<file path="src/rtl/snake_dir_ctrl_if.sv">
// Signal bundle between the snake game core (master) and the direction input stage (slave).
// Button inputs and step ticks come from the core side; direction and status flags go back to it.
interface snake_dir_ctrl_if #(
   parameter int unsigned QUEUE_DEPTH = 2
);
   localparam int unsigned QW = $clog2(QUEUE_DEPTH + 1);

   logic          ena;
   logic [3:0]    btn_i;
   logic          move_tick_i;
   logic [1:0]    dir_o;
   logic          turn_o;
   logic          drop_o;
   logic [3:0]    btn_db_o;
   logic [QW-1:0] q_count_o;

   modport master (
      output ena, btn_i, move_tick_i,
      input  dir_o, turn_o, drop_o, btn_db_o, q_count_o
   );

   modport slave (
      input  ena, btn_i, move_tick_i,
      output dir_o, turn_o, drop_o, btn_db_o, q_count_o
   );
endinterface

</file>
<file path="src/rtl/snake_dir_ctrl.sv">
// Snake direction input stage: button synchroniser, per-button debounce, press-edge detection,
// turn queue between game steps and 180-degree reversal filtering.
module snake_dir_ctrl #(
   parameter int unsigned SYNC_STAGES   = 2,
   parameter int unsigned DEB_LIMIT     = 50000,
   parameter int unsigned QUEUE_DEPTH   = 2,
   parameter bit          ALLOW_REVERSE = 1'b0,
   parameter logic [1:0]  INIT_DIR      = 2'b11
) (
   input logic             clk,
   input logic             rst_n,
   snake_dir_ctrl_if.slave bus
);
   localparam int unsigned CW = (DEB_LIMIT > 2) ? $clog2(DEB_LIMIT) : 1;
   localparam int unsigned PW = (QUEUE_DEPTH > 1) ? $clog2(QUEUE_DEPTH) : 1;
   localparam int unsigned QW = $clog2(QUEUE_DEPTH + 1);

   logic [3:0]    sync_q [SYNC_STAGES];
   logic [3:0]    synced;
   logic [CW-1:0] deb_cnt [4];
   logic [3:0]    btn_db;
   logic [3:0]    deb_diff;
   logic [3:0]    deb_flip;
   logic [3:0]    rise;

   logic          press_vld;
   logic [1:0]    press_dir;

   logic [1:0]    q_mem [QUEUE_DEPTH];
   logic [PW-1:0] head;
   logic [PW-1:0] tail;
   logic [QW-1:0] q_count;
   logic [1:0]    tail_dir;
   logic [1:0]    dir;
   logic          turn;
   logic          drop;

   logic          q_empty;
   logic          q_full;
   logic [1:0]    ref_dir;
   logic          pop;
   logic          evt;
   logic          rev_blk;
   logic          push;
   logic          reject;

   function automatic logic [PW-1:0] ptr_inc(input logic [PW-1:0] p);
      return (p == PW'(QUEUE_DEPTH - 1)) ? '0 : p + PW'(1);
   endfunction

   // ---------------- synchroniser ----------------
   always_ff @(posedge clk or negedge rst_n) begin
      if (!rst_n) begin
         for (int unsigned i = 0; i < SYNC_STAGES; i++) sync_q[i] <= '0;
      end else begin
         sync_q[0] <= bus.btn_i;
         for (int unsigned i = 1; i < SYNC_STAGES; i++) sync_q[i] <= sync_q[i-1];
      end
   end

   assign synced = sync_q[SYNC_STAGES-1];

   // ---------------- debounce ----------------
   always_comb begin
      deb_diff = '0;
      deb_flip = '0;
      for (int unsigned i = 0; i < 4; i++) begin
         deb_diff[i] = synced[i] != btn_db[i];
         deb_flip[i] = deb_diff[i] && (deb_cnt[i] == CW'(DEB_LIMIT - 1));
      end
   end

   always_ff @(posedge clk or negedge rst_n) begin
      if (!rst_n) begin
         btn_db <= '0;
         for (int unsigned i = 0; i < 4; i++) deb_cnt[i] <= '0;
      end else begin
         for (int unsigned i = 0; i < 4; i++) begin
            if (!deb_diff[i] || deb_flip[i]) deb_cnt[i] <= '0;
            else                             deb_cnt[i] <= deb_cnt[i] + CW'(1);
            if (deb_flip[i]) btn_db[i] <= synced[i];
         end
      end
   end

   // Rise is taken from the debounce next-state so the press is handled on the same edge
   // that btn_db_o goes high, saving a delay flop.
   assign rise = deb_flip & ~btn_db;

   // Priority up > down > left > right; direction code is 3 minus the button bit index.
   always_comb begin
      press_vld = |rise;
      press_dir = 2'b11;
      if      (rise[3]) press_dir = 2'b00;
      else if (rise[2]) press_dir = 2'b01;
      else if (rise[1]) press_dir = 2'b10;
   end

   // ---------------- turn queue control ----------------
   always_comb begin
      q_empty = q_count == '0;
      q_full  = q_count == QW'(QUEUE_DEPTH);
      ref_dir = q_empty ? dir : tail_dir;
      pop     = bus.ena && bus.move_tick_i && !q_empty;
      evt     = bus.ena && press_vld && (press_dir != ref_dir);
      rev_blk = !ALLOW_REVERSE && (press_dir == (ref_dir ^ 2'b01));
      push    = evt && !rev_blk && !(q_full && !pop);
      reject  = evt && !push;
   end

   always_ff @(posedge clk or negedge rst_n) begin
      if (!rst_n) begin
         for (int unsigned i = 0; i < QUEUE_DEPTH; i++) q_mem[i] <= '0;
         head     <= '0;
         tail     <= '0;
         q_count  <= '0;
         tail_dir <= INIT_DIR;
         dir      <= INIT_DIR;
         turn     <= 1'b0;
         drop     <= 1'b0;
      end else begin
         if (push) begin
            q_mem[tail] <= press_dir;
            tail        <= ptr_inc(tail);
            tail_dir    <= press_dir;
         end
         if (pop) begin
            dir  <= q_mem[head];
            head <= ptr_inc(head);
         end
         if (push && !pop)      q_count <= q_count + QW'(1);
         else if (pop && !push) q_count <= q_count - QW'(1);
         turn <= pop && (q_mem[head] != dir);
         drop <= reject;
      end
   end

   assign bus.dir_o     = dir;
   assign bus.turn_o    = turn;
   assign bus.drop_o    = drop;
   assign bus.btn_db_o  = btn_db;
   assign bus.q_count_o = q_count;

endmodule
</file>
<file path="src/flat_wrapper.sv">
// flat-port wrapper written by rule: the top's interface ports become plain ports
module snake_dir_ctrl_flat 
#(
   parameter int unsigned SYNC_STAGES   = 2,
   parameter int unsigned DEB_LIMIT     = 50000,
   parameter int unsigned QUEUE_DEPTH   = 2,
   parameter bit          ALLOW_REVERSE = 1'b0,
   parameter logic [1:0]  INIT_DIR      = 2'b11
)
  (clk, rst_n, bus_ena, bus_btn_i, bus_move_tick_i, bus_dir_o, bus_turn_o, bus_drop_o, bus_btn_db_o, bus_q_count_o);
  snake_dir_ctrl_if #(.QUEUE_DEPTH(QUEUE_DEPTH)) bus_i ();
  input logic clk;
  input logic rst_n;
  input wire logic [$bits(bus_i.ena)-1:0] bus_ena;
  input wire logic [$bits(bus_i.btn_i)-1:0] bus_btn_i;
  input wire logic [$bits(bus_i.move_tick_i)-1:0] bus_move_tick_i;
  output wire logic [$bits(bus_i.dir_o)-1:0] bus_dir_o;
  output wire logic [$bits(bus_i.turn_o)-1:0] bus_turn_o;
  output wire logic [$bits(bus_i.drop_o)-1:0] bus_drop_o;
  output wire logic [$bits(bus_i.btn_db_o)-1:0] bus_btn_db_o;
  output wire logic [$bits(bus_i.q_count_o)-1:0] bus_q_count_o;
  assign bus_i.ena = bus_ena;
  assign bus_i.btn_i = bus_btn_i;
  assign bus_i.move_tick_i = bus_move_tick_i;
  assign bus_dir_o = bus_i.dir_o;
  assign bus_turn_o = bus_i.turn_o;
  assign bus_drop_o = bus_i.drop_o;
  assign bus_btn_db_o = bus_i.btn_db_o;
  assign bus_q_count_o = bus_i.q_count_o;
  snake_dir_ctrl #(.SYNC_STAGES(SYNC_STAGES), .DEB_LIMIT(DEB_LIMIT), .QUEUE_DEPTH(QUEUE_DEPTH), .ALLOW_REVERSE(ALLOW_REVERSE), .INIT_DIR(INIT_DIR)) u_core (.clk(clk), .rst_n(rst_n), .bus(bus_i));
endmodule
</file>
<file path="config.mk">
export PLATFORM = sky130hd
export DESIGN_NAME = snake_dir_ctrl_flat
export DESIGN_NICKNAME = d
export VERILOG_FILES = /design/src/rtl/snake_dir_ctrl_if.sv /design/src/rtl/snake_dir_ctrl.sv /design/src/flat_wrapper.sv
export SDC_FILE = /design/constraint.sdc
export NUM_CORES = 1
export LEC_CHECK = 0
export ABC_AREA = 0
export ABC_CLOCK_PERIOD_IN_PS = 3000
export BUFFER_PORTS_ARGS = -buffer_cell sky130_fd_sc_hd__buf_4
export CAP_MARGIN = 5
export CELL_PAD_IN_SITES_DETAIL_PLACEMENT = 1
export CELL_PAD_IN_SITES_GLOBAL_PLACEMENT = 2
export CORE_UTILIZATION = 41
export CTS_CLUSTER_DIAMETER = 120
export DETAILED_ROUTE_END_ITERATION = 16
export HOLD_SLACK_MARGIN = 0.12
export PLACE_DENSITY_LB_ADDON = 0.25
export SYNTH_ARGS = -nofsm -noshare
export SYNTH_HDL_FRONTEND = slang
export SYNTH_SLANG_ARGS = --single-unit
</file>
<file path="constraint.sdc">
create_clock -name clk -period 3 [get_ports clk]
set_clock_uncertainty 0.15 [all_clocks]
set_input_delay 0.3 -clock clk [delete_from_list [all_inputs] [get_ports clk]]
set_output_delay 0.3 -clock clk [all_outputs]
set_load 0.005 [all_outputs]
</file>
==> impl_metrics.yaml, run 1 <==
floorplanning:
  core_area_um2: 9860
  io_pins: 18
  die_h_um: 103
  start_util_pct: 42.6
  die-area_um2: 10600
  chipWidth_um: 103
  rows: 36
layout:
  multi_input_area_um2: 1890
  synthToLayoutAreaGrowth_pct: 16.4
  drive_gt1_share_pct: 13.9
  fin_cells: 571
  regArea_um2: 2260
  nFillCells: 1078
  finish.instance_area_um2: 4890
  nets: 446
  antennaDiodeCount: 0
power:
  p_per_area_nw_per_um2: 575
  switching_share_pct: 23.7
  seq_power_share_pct: 48.2
  ir_drop_v: 0.000252
  p_sw_uw: 664
  p_int_mw: 2.14
  clkPwrFrac_pct: 41.6
  leakagePower_nw: 2.21
  combinationalPowerShare_pct: 10.2
global_routing:
  gr-total-overflow: 0
  grt.total_usage_pct: 18.4
  grt_start_max_net_pins: 47
  grt_pass1_vias: 3065
  antenna_found_initial: 0
  grt_pass1_wl_um: 14700
logic_synthesis:
  postSynthCellCount: 399
  muxShareOfSynthArea_pct: 1.76
  syn-cell-area_um2: 4200
  synth_top_family_by_area: "simple AND/OR/NAND/NOR gates"
  avgSynthCellArea_um2: 10.5
  seq_area_frac_synth_pct: 53.8
  yosys_most_used_dff: "dfrtp_1"
  synth-edff-count: 0
  synth_xor_area_share_pct: 13.6
  synthDistinctLibCells: 46
  synthArstFlopShare_pct: 100
  synth-seq-cells: 90
  synth-simple-area-share_pct: 24.0
  synth_nets: 412
  synth_compound_area_share_pct: 4.05
  synth_adder_area_share_pct: 1.49
  yosys_warnings: 0
route:
  ant_nets: 0
  drc: 0
  wl_met3_um: 131
  met1Wirelength_um: 4210
  met2WireLength_um: 4300
  first_pass_iters: 4
  viasPerCell: 5.18
  vias: 2956
  routedWlPerCell_um: 15.4
  wl_um: 8800
  drt_iter0_markers: 68
  top_layer: "met4"
setup_path:
  path_max_fanout: 4
  reg2reg_to: "u_core.bus.q_count_o[1]"
  reg2reg_depth: 10
  crit_arrival_ns: 2.96
  cpMostUsedCell: "xor2_1"
  r2r_setup_slack_ns: 0.14
  cp_data_required_time_ns: 3.10
  start_kind: "register"
  timing.rr.start: "u_core.deb_cnt[33]"
  cpMaxStageDelayCell: "a2111o_1"
  path_cells: "ha_2, and3_2, nand4_2, or3_1, a2111o_1, a21oi_4, ha_1, xor2_1, nor2_1, xor2_1"
  slowest_delay_ns: 0.51
  crit_type: "register to register"
  end_kind: "register"
place:
  io_buffer_count: 17
  placed_area_um2: 4520
  placedCellCount: 548
  dp_hpwl_um: 6170
  gp_congestion: 0.747
clock_tree:
  clk_pin_slew_worst_paths_ns: 0.09
  clkLatencyLatePin_ns: 0.36
  cts_buffer_depth: 2
  htree_levels: 3
  cts_tree: "built"
  cts_buffers: 9
  cts_root_buf: "clkbuf_8"
  cts.sinks: 90
job:
  max_cap_violations: 0
hold_path:
  worst_hold_path.num_cells: 0
  min_to: "u_core.synced[2]"
  hp-class: "register to register"
  min_from: "u_core.sync_q[6]"
timing:
  setup_violations: 0
  slew_headroom_pct: 58.4
  fmax_mhz: 349
  period_share_pct: 95.4
  fin_hold_ws_ns: 0.205
  tightest_slew_ns: 0.621
  fin_tns_setup_ns: 0
  hold_viol: 0
  period_needed_ns: 2.86
  slew_viol_final: 0
status:
  status: "finished clean"
-- flip-flops by register name, summed over array words and instances (netlist names), 2 cells and up --
name	flops
u_core.sync_q	4
u_core.tail_dir	2
u_core.bus.dir_o	2
u_core.bus.btn_db_o	4
u_core.synced	4
u_core.deb_cnt	64
u_core.bus.q_count_o	2
u_core.q_mem	4
-- per-stage QoR --
stage	setup WS, ns	util [%]	total power, mW
6_report	0.138	49.5	2.81
5_1_grt	-0.0232	49.5	2.93
2_1_floorplan	0.269	-	1.51
4_1_cts	0.114	49.4	2.84
3_5_place_dp	0.143	45.8	1.66
3_3_place_gp	0.205	45.8	1.65
-- cells by family after synthesis --
group,count (synthesis)
AND/OR/NAND/NOR,192
AO/OA/AOI/OAI,25
buffers and inverters,15
XOR/XNOR,65
flip-flops,90
multiplexers,7
adder cells (fa/ha/maj),5
-- worst max-delay path, delay by kind of cell (launching register included) --
family,cells,cell delay [ns]
simple gates,4,0.76
compound gates,2,0.73
fa+ha+maj,2,0.43
flops,1,0.41
xor+xnor,2,0.29
-- cells in the mapped netlist, types with 2 or more instances --
library cell,instances,area (µm²)
ha_1,5,62.6
nor4bb_1,4,40.0
dfrtp_1,86,2150
nand3_1,18,90.1
nor2_1,69,259
nand2_1,36,135
mux2i_1,4,40.0
inv_1,9,33.8
a21oi_1,5,25.0
o21ai_0,7,35.0
nor3_1,2,10.0
mux2_2,3,33.8
xor2_1,44,385
clkbuf_1,6,22.5
and4bb_2,2,25.0
and3_2,3,22.5
o22ai_1,3,18.8
or3_1,5,31.3
xnor2_1,21,184
and3_1,20,125
nand4_1,15,93.8
dfstp_2,4,105
nor4b_1,3,26.3
and4_1,3,26.3
-- power groups by stage --
stage	combinational (mW)	clock, mW	sequential, mW
2_1_floorplan	0.151	0	1.36
3_3_place_gp	0.272	0	1.37
3_5_place_dp	0.284	0	1.38
4_1_cts	0.291	1.20	1.36
5_1_grt	0.323	1.24	1.36
6_report	0.286	1.17	1.35
-- placed cells by master (no fill, tap or decap), types with 2 or more instances in the layout --
| cell type | synthesis | final |
|---|---|---|
| a21oi_1 | 5 | 5 |
| and3_1 | 20 | 20 |
| and3_2 | 3 | 3 |
| and4_1 | 3 | 3 |
| and4bb_2 | 2 | 2 |
| buf_4 | 0 | 22 |
| bufinv_16 | 0 | 5 |
| clkbuf_8 | 0 | 9 |
| clkinvlp_4 | 0 | 2 |
| dfrtp_1 | 86 | 86 |
| dfstp_2 | 4 | 4 |
| dlygate4sd3_1 | 0 | 6 |
| ha_1 | 5 | 4 |
| inv_1 | 9 | 9 |
| mux2_2 | 3 | 3 |
| mux2i_1 | 4 | 4 |
| nand2_1 | 36 | 36 |
| nand3_1 | 18 | 18 |
| nand4_1 | 15 | 15 |
| nor2_1 | 69 | 69 |
| nor3_1 | 2 | 2 |
| nor4b_1 | 3 | 3 |
| nor4bb_1 | 4 | 4 |
| o21ai_0 | 7 | 7 |
| o22ai_1 | 3 | 3 |
| or3_1 | 5 | 5 |
| xnor2_1 | 21 | 21 |
| xor2_1 | 44 | 44 |
-- layout make-up --
| type | count | share of cell area [%] |
|---|---|---|
| timing repair buffer | 29 | 5.02 |
| clock inverter | 7 | 3.38 |
| tap | 133 | 3.41 |
| sequential | 90 | 46.2 |
| inverter | 9 | 0.691 |
| clock buffer | 9 | 2.54 |
| multi-input combinational | 294 | 38.8 |
-- how the worst max path moves through the flow --
stage / from / end / depth (start not counted)
3_3_place_gp: u_core.deb_cnt[27] / u_core.bus.q_count_o[1] / 9
2_1_floorplan: u_core.deb_cnt[32] / u_core.bus.q_count_o[1] / 10
4_1_cts: u_core.deb_cnt[32] / u_core.bus.q_count_o[1] / 10
6_report: u_core.deb_cnt[33] / u_core.bus.q_count_o[1] / 10
3_5_place_dp: u_core.deb_cnt[32] / u_core.bus.q_count_o[1] / 10
5_1_grt: u_core.deb_cnt[33] / u_core.bus.q_count_o[1] / 10
-- repair_timing --
action	4_1_cts	5_1_grt
setup endpoints to repair	0	1
resized for setup	0	2
buffers inserted	0	1
hold buffers	6	0
endpoints found under the hold margin	47	0
-- per-layer routing --
layer / global-route usage [%] / up-vias
met1: 24.5 / 1489
met3: 3.02 / 13
met4: 8.23 / 0
li1: - / 1432
met2: 29.6 / 22
met5: 0 / -
(Power assumes the default switching activity.)
==> run 2: changes to the inputs <==
GPL_TIMING_DRIVEN = 0   (was unset)
==> run 2 against run 1 <==
  * Sequential share of layout area rose by 0.43 points
  * Final cell count grew 0.70%
  * Core utilization is 0.43 points lower
  * Hold slack lost 0.0026 ns
  * Via count up 0.64%
  * Clock-buffer cell count grew 1
  * Die area unchanged
  * Total power fell by 8.5%
  * Sequential power is essentially flat
  * First-iteration DRC count shrank 18%
  * Critical path type unchanged
  * Largest cell class unchanged
  * Largest power group unchanged
==> impl_metrics.yaml, run 2 (synthesized netlist as in run 1, its figures left out) <==
status:
  status: "finished clean"
floorplanning:
  chipWidth_um: 103
  io_pins: 18
  core_area_um2: 9860
  die_h_um: 103
  rows: 36
  die-area_um2: 10600
  start_util_pct: 42.6
setup_path:
  r2r_setup_slack_ns: 0.12
  slowest_delay_ns: 0.52
  start_kind: "register"
  crit_arrival_ns: 2.99
  crit_type: "register to register"
  cpMostUsedCell: "xor2_1"
  end_kind: "register"
  path_cells: "ha_2, and3_2, nand4_4, or3_1, a2111o_1, a21oi_4, ha_1, xor2_1, nor2_1, xor2_1"
  timing.rr.start: "u_core.deb_cnt[33]"
  reg2reg_to: "u_core.bus.q_count_o[1]"
  cpMaxStageDelayCell: "a2111o_1"
  reg2reg_depth: 10
  path_max_fanout: 6
  crit_path_start: "u_core.deb_cnt[33]"
  cp_data_required_time_ns: 3.11
  critical_path.endpoint: "u_core.bus.q_count_o[1]"
power:
  ir_drop_v: 0.000238
  p_per_area_nw_per_um2: 531
  leakagePower_nw: 2.19
timing:
  setup_violations: 0
  fin_hold_ws_ns: 0.202
  fmax_mhz: 347
  tightest_slew_ns: 1.14
  hold_viol: 0
  slew_headroom_pct: 23.7
  fin_tns_setup_ns: 0
  period_needed_ns: 2.88
  fin_ws_ns: 0.121
  slew_viol_final: 0
  period_share_pct: 96.0
place:
  dp_hpwl_um: 5800
  placedCellCount: 549
  gp_congestion: 0.755
  place_ws_ns: -0.256
  io_buffer_count: 17
route:
  drc: 0
  vias: 2975
  ant_nets: 0
  drt_iter0_markers: 56
  viasPerCell: 5.17
  first_pass_iters: 4
  routedWlPerCell_um: 14.9
  wl_um: 8590
clock_tree:
  cts.sinks: 90
  clkLatencyLatePin_ns: 0.37
  cts_buffers: 9
  cts_root_buf: "clkbuf_8"
  htree_levels: 3
  clk_pin_slew_worst_paths_ns: 0.10
  cts_buffer_depth: 2
  cts_tree: "built"
layout:
  largest_register_ffs: 64
  mostFrequentLayoutCells: "dfrtp_1, nor2_1, xor2_1"
  drive_gt1_share_pct: 13.8
  nets: 450
  utilization_pct: 49.1
  top_register: "u_core.deb_cnt"
  final_common_cell: "dfrtp_1"
  synthToLayoutAreaGrowth_pct: 15.4
  antennaDiodeCount: 0
  fin_cells: 575
global_routing:
  grt_pass1_vias: 3146
  grt_start_max_net_pins: 91
  gr-total-overflow: 0
  antenna_found_initial: 0
  grt_pass1_wl_um: 14600
  grt.total_usage_pct: 17.8
job:
  max_cap_violations: 0
hold_path:
  hp-class: "register to register"
==> run 2: cell count changes in the layout (fill, tap and decap cells not counted), sizes merged <==
cell / before / now
buf: 23 / 21
clkbuf: 9 / 16
bufinv: 5 / 2
clkinvlp: 2 / 1
clkinv: 0 / 3
==> run 2: what timing repair did <==
item | 4_1_cts | 5_1_grt
pin swaps | 1 | 4
gates cloned | 0 | 0
setup buffers | 0 | 4
resized for setup | 2 | 4
hold buffers | 6 | 0
setup endpoints to repair | 2 | 1
endpoints found under the hold margin | 91 | 0
==> run 2: layout make-up <==
type | count | area, µm²
fill | 1104 | 5020
multi-input combinational | 294 | 1920
buffer | 6 | 22.5
inverter | 9 | 33.8
sequential | 90 | 2260
clock inverter | 6 | 90.1
clock buffer | 10 | 138
timing repair buffer | 27 | 218
tap | 133 | 166
==> run 2: worst min-delay path by stage <==
| stage | startpoint | endpoint | slack (ns) | depth (start not counted) |
|---|---|---|---|---|
| after detailed placement | u_core.sync_q[7] | u_core.synced[3] | 0.19 | 0 |
| after global placement | u_core.sync_q[6] | u_core.synced[2] | 0.18 | 0 |
| final | u_core.sync_q[7] | u_core.synced[3] | 0.20 | 0 |
| after global routing | u_core.sync_q[6] | u_core.synced[2] | 0.22 | 0 |
| after floorplan | rst_n | u_core.bus.btn_db_o[0] | -0.15 | 0 |
| after CTS | u_core.sync_q[7] | u_core.synced[3] | 0.21 | 0 |
==> run 2: worst max-delay path, delay by kind of cell, from the launching register on <==
| kind | cells | cell delay (ns) |
|---|---|---|
| DFF | 1 | 0.40 |
| AOI/OAI and AO/OA | 2 | 0.73 |
| adders and majority gates | 2 | 0.41 |
| and+or+nand+nor | 4 | 0.81 |
| xor gates and xnor gates | 2 | 0.28 |
==> run 2: power by group <==
| part | switching [mW] | internal, mW | total (mW) |
|---|---|---|---|
| clock network | 0.451 | 0.493 | 0.945 |
| logic | 0.145 | 0.129 | 0.274 |
| registers | 0.0655 | 1.29 | 1.35 |
| total | 0.662 | 1.91 | 2.57 |
==> run 2: layer usage <==
layer / vias to the layer above / GRT usage, % / part of all wire [%]
li1: 1446 / - / -
met1: 1500 / 22.8 / 46
met2: 18 / 29.9 / 50
met3: 11 / 2.42 / 1.5
met4: 0 / 8.78 / 1.8
met5: - / 0 / 0
==> run 2: per-stage QoR <==
| step | area, µm² | power (mW) |
|---|---|---|
| 6_report | 4840 | 2.57 |
| 5_1_grt | 4840 | 2.68 |
| 4_1_cts | 4790 | 2.61 |
| 3_5_place_dp | 4490 | 1.65 |
| 3_3_place_gp | 4490 | 1.64 |
| 2_1_floorplan | 4200 | 1.51 |
==> run 3: changes to the inputs <==
CELL_PAD_IN_SITES_DETAIL_PLACEMENT = unset   (was 1)
CELL_PAD_IN_SITES_GLOBAL_PLACEMENT = unset   (was 2)
CORE_UTILIZATION = 50   (was 41)
==> run 3 against run 2 <==
  * First-iteration DRC count grew to 2.6 times the previous value
  * Total power decreased by 4.8%
  * Die area is 18% lower
  * Sequential share of layout area grew 0.73 points
  * Largest cell class unchanged
==> impl_metrics.yaml, run 3 (synthesized netlist as in run 1, its figures left out) <==
power:
  finalPower_mw: 2.45
  ir_drop_v: 0.000288
  p_per_area_nw_per_um2: 514
  leakagePower_nw: 2.18
floorplanning:
  start_util_pct: 51.3
  rows: 33
  io_pins: 18
  chipWidth_um: 93.6
  die_h_um: 93.6
  core_area_um2: 8180
  die-area_um2: 8770
global_routing:
  antenna_found_initial: 0
  grt.total_usage_pct: 19.0
  grt_start_max_net_pins: 91
  gr-total-overflow: 0
  grt_pass1_vias: 2832
  grt_pass1_wl_um: 12900
route:
  routedWlPerCell_um: 13.4
  drt_iter0_markers: 143
  viasPerCell: 5.27
  ant_nets: 0
  wl_um: 7300
  first_pass_iters: 4
  vias: 2872
  drc: 0
hold_path:
  hp-class: "register to register"
place:
  gp_congestion: 0.810
  io_buffer_count: 17
  placed_area_um2: 4460
  placedCellCount: 521
  dp_hpwl_um: 4990
  place_ws_ns: -0.124
timing:
  tightest_slew_ns: 1.08
  period_needed_ns: 2.83
  rsz0062_at_grt: "no"
  hold_viol: 0
  fin_ws_ns: 0.165
  setup_violations: 0
  fin_tns_setup_ns: 0
  fmax_mhz: 353
  slew_headroom_pct: 27.7
  slew_viol_final: 0
  period_share_pct: 94.5
setup_path:
  slowest_delay_ns: 0.48
  path_max_fanout: 6
  cp_data_required_time_ns: 3.09
  cpMaxStageDelayCell: "a2111o_1"
  path_cells: "ha_2, and3_2, nand4_4, or3_1, a2111o_1, a21oi_4, ha_1, xor2_1, nor2_1, xor2_1"
  crit_arrival_ns: 2.92
  crit_family: "simple AND/OR/NAND/NOR gates"
  timing.critical_path.buf_inv: 0
  crit_type: "register to register"
  end_kind: "register"
  start_kind: "register"
  cpMostUsedCell: "xor2_1"
  r2r_setup_slack_ns: 0.17
clock_tree:
  clk_pin_slew_worst_paths_ns: 0.09
  clkLatencyLatePin_ns: 0.36
  cts_buffers: 9
  cts_tree: "built"
  cts_buffer_depth: 2
  cts.sinks: 90
  cts_root_buf: "clkbuf_8"
  htree_levels: 3
job:
  max_cap_violations: 0
layout:
  nets: 449
  largest_register_ffs: 64
  final_common_cell: "dfrtp_1"
  mostFrequentLayoutCells: "dfrtp_1, nor2_1, xor2_1"
  antennaDiodeCount: 0
  top_register: "u_core.deb_cnt"
  finish.instance_area_um2: 4770
  synthToLayoutAreaGrowth_pct: 13.5
  drive_gt1_share_pct: 13.2
  fin_cells: 545
status:
  status: "finished clean"
[run 3: changes by cell type in the layout (fill, tap and decap cells not counted)]
cell,change
buf_4,-1
bufinv_16,-1
clkbuf_8,+1
clkinv_4,-1
dfrtp_1,+1
dfrtp_2,-1
nor4_2,+1
nor4_4,-1
[run 3: power breakdown]
| group | leakage [nW] | switching (mW) | internal, mW |
|---|---|---|---|
| sequential | 1.19 | 0.0630 | 1.28 |
| combinational | 0.886 | 0.135 | 0.129 |
| clock | 0.101 | 0.410 | 0.426 |
[run 3: area by class of cell]
type	instances	area, µm²
Sequential cell	90	2260
Clock buffer	11	151
Timing Repair Buffer	26	210
Fill cell	709	3410
Inverter	9	33.8
Multi-Input combinational cell	294	1910
Buffer	6	22.5
Tap cell	105	131
Clock inverter	4	51.3
[run 3: path summary, 6_finish.rpt]
check	from	end	cells past startpoint
worst min-delay path	u_core.sync_q[4]	u_core.synced[0]	0
worst min register to register	u_core.sync_q[4]	u_core.synced[0]	0
max in group asynchronous	rst_n	u_core.deb_cnt[16]	2
worst max-delay path	u_core.deb_cnt[32]	u_core.bus.q_count_o[1]	10
min in group asynchronous	rst_n	u_core.deb_cnt[40]	2
worst max register to register	u_core.deb_cnt[32]	u_core.bus.q_count_o[1]	10
[run 3: timing repair]
action / in CTS / in global routing
buffers inserted: 0 / 3
gates resized for setup: 2 / 2
hold buffers: 6 / 0
endpoints found under the hold margin: 91 / 0
setup endpoints to repair: 2 / 1
pin swaps: 1 / 2
[run 3: per-stage QoR]
stage | utilization [%] | hold slack [ns]
3_3_place_gp | 54.5 | 0.182
2_1_floorplan | - | -0.146
4_1_cts | 57.9 | 0.204
3_5_place_dp | 54.5 | 0.185
6_report | 58.3 | 0.202
5_1_grt | 58.3 | 0.218
[run 3: per-layer routing]
metal | up-vias | GRT usage, % | part of all wire [%]
li1 | 1440 | - | -
met1 | 1386 | 26.4 | 49
met2 | 37 | 29.0 | 46
met3 | 9 | 4.96 | 3.0
met4 | 0 | 6.03 | 1.2
met5 | - | 0 | 0
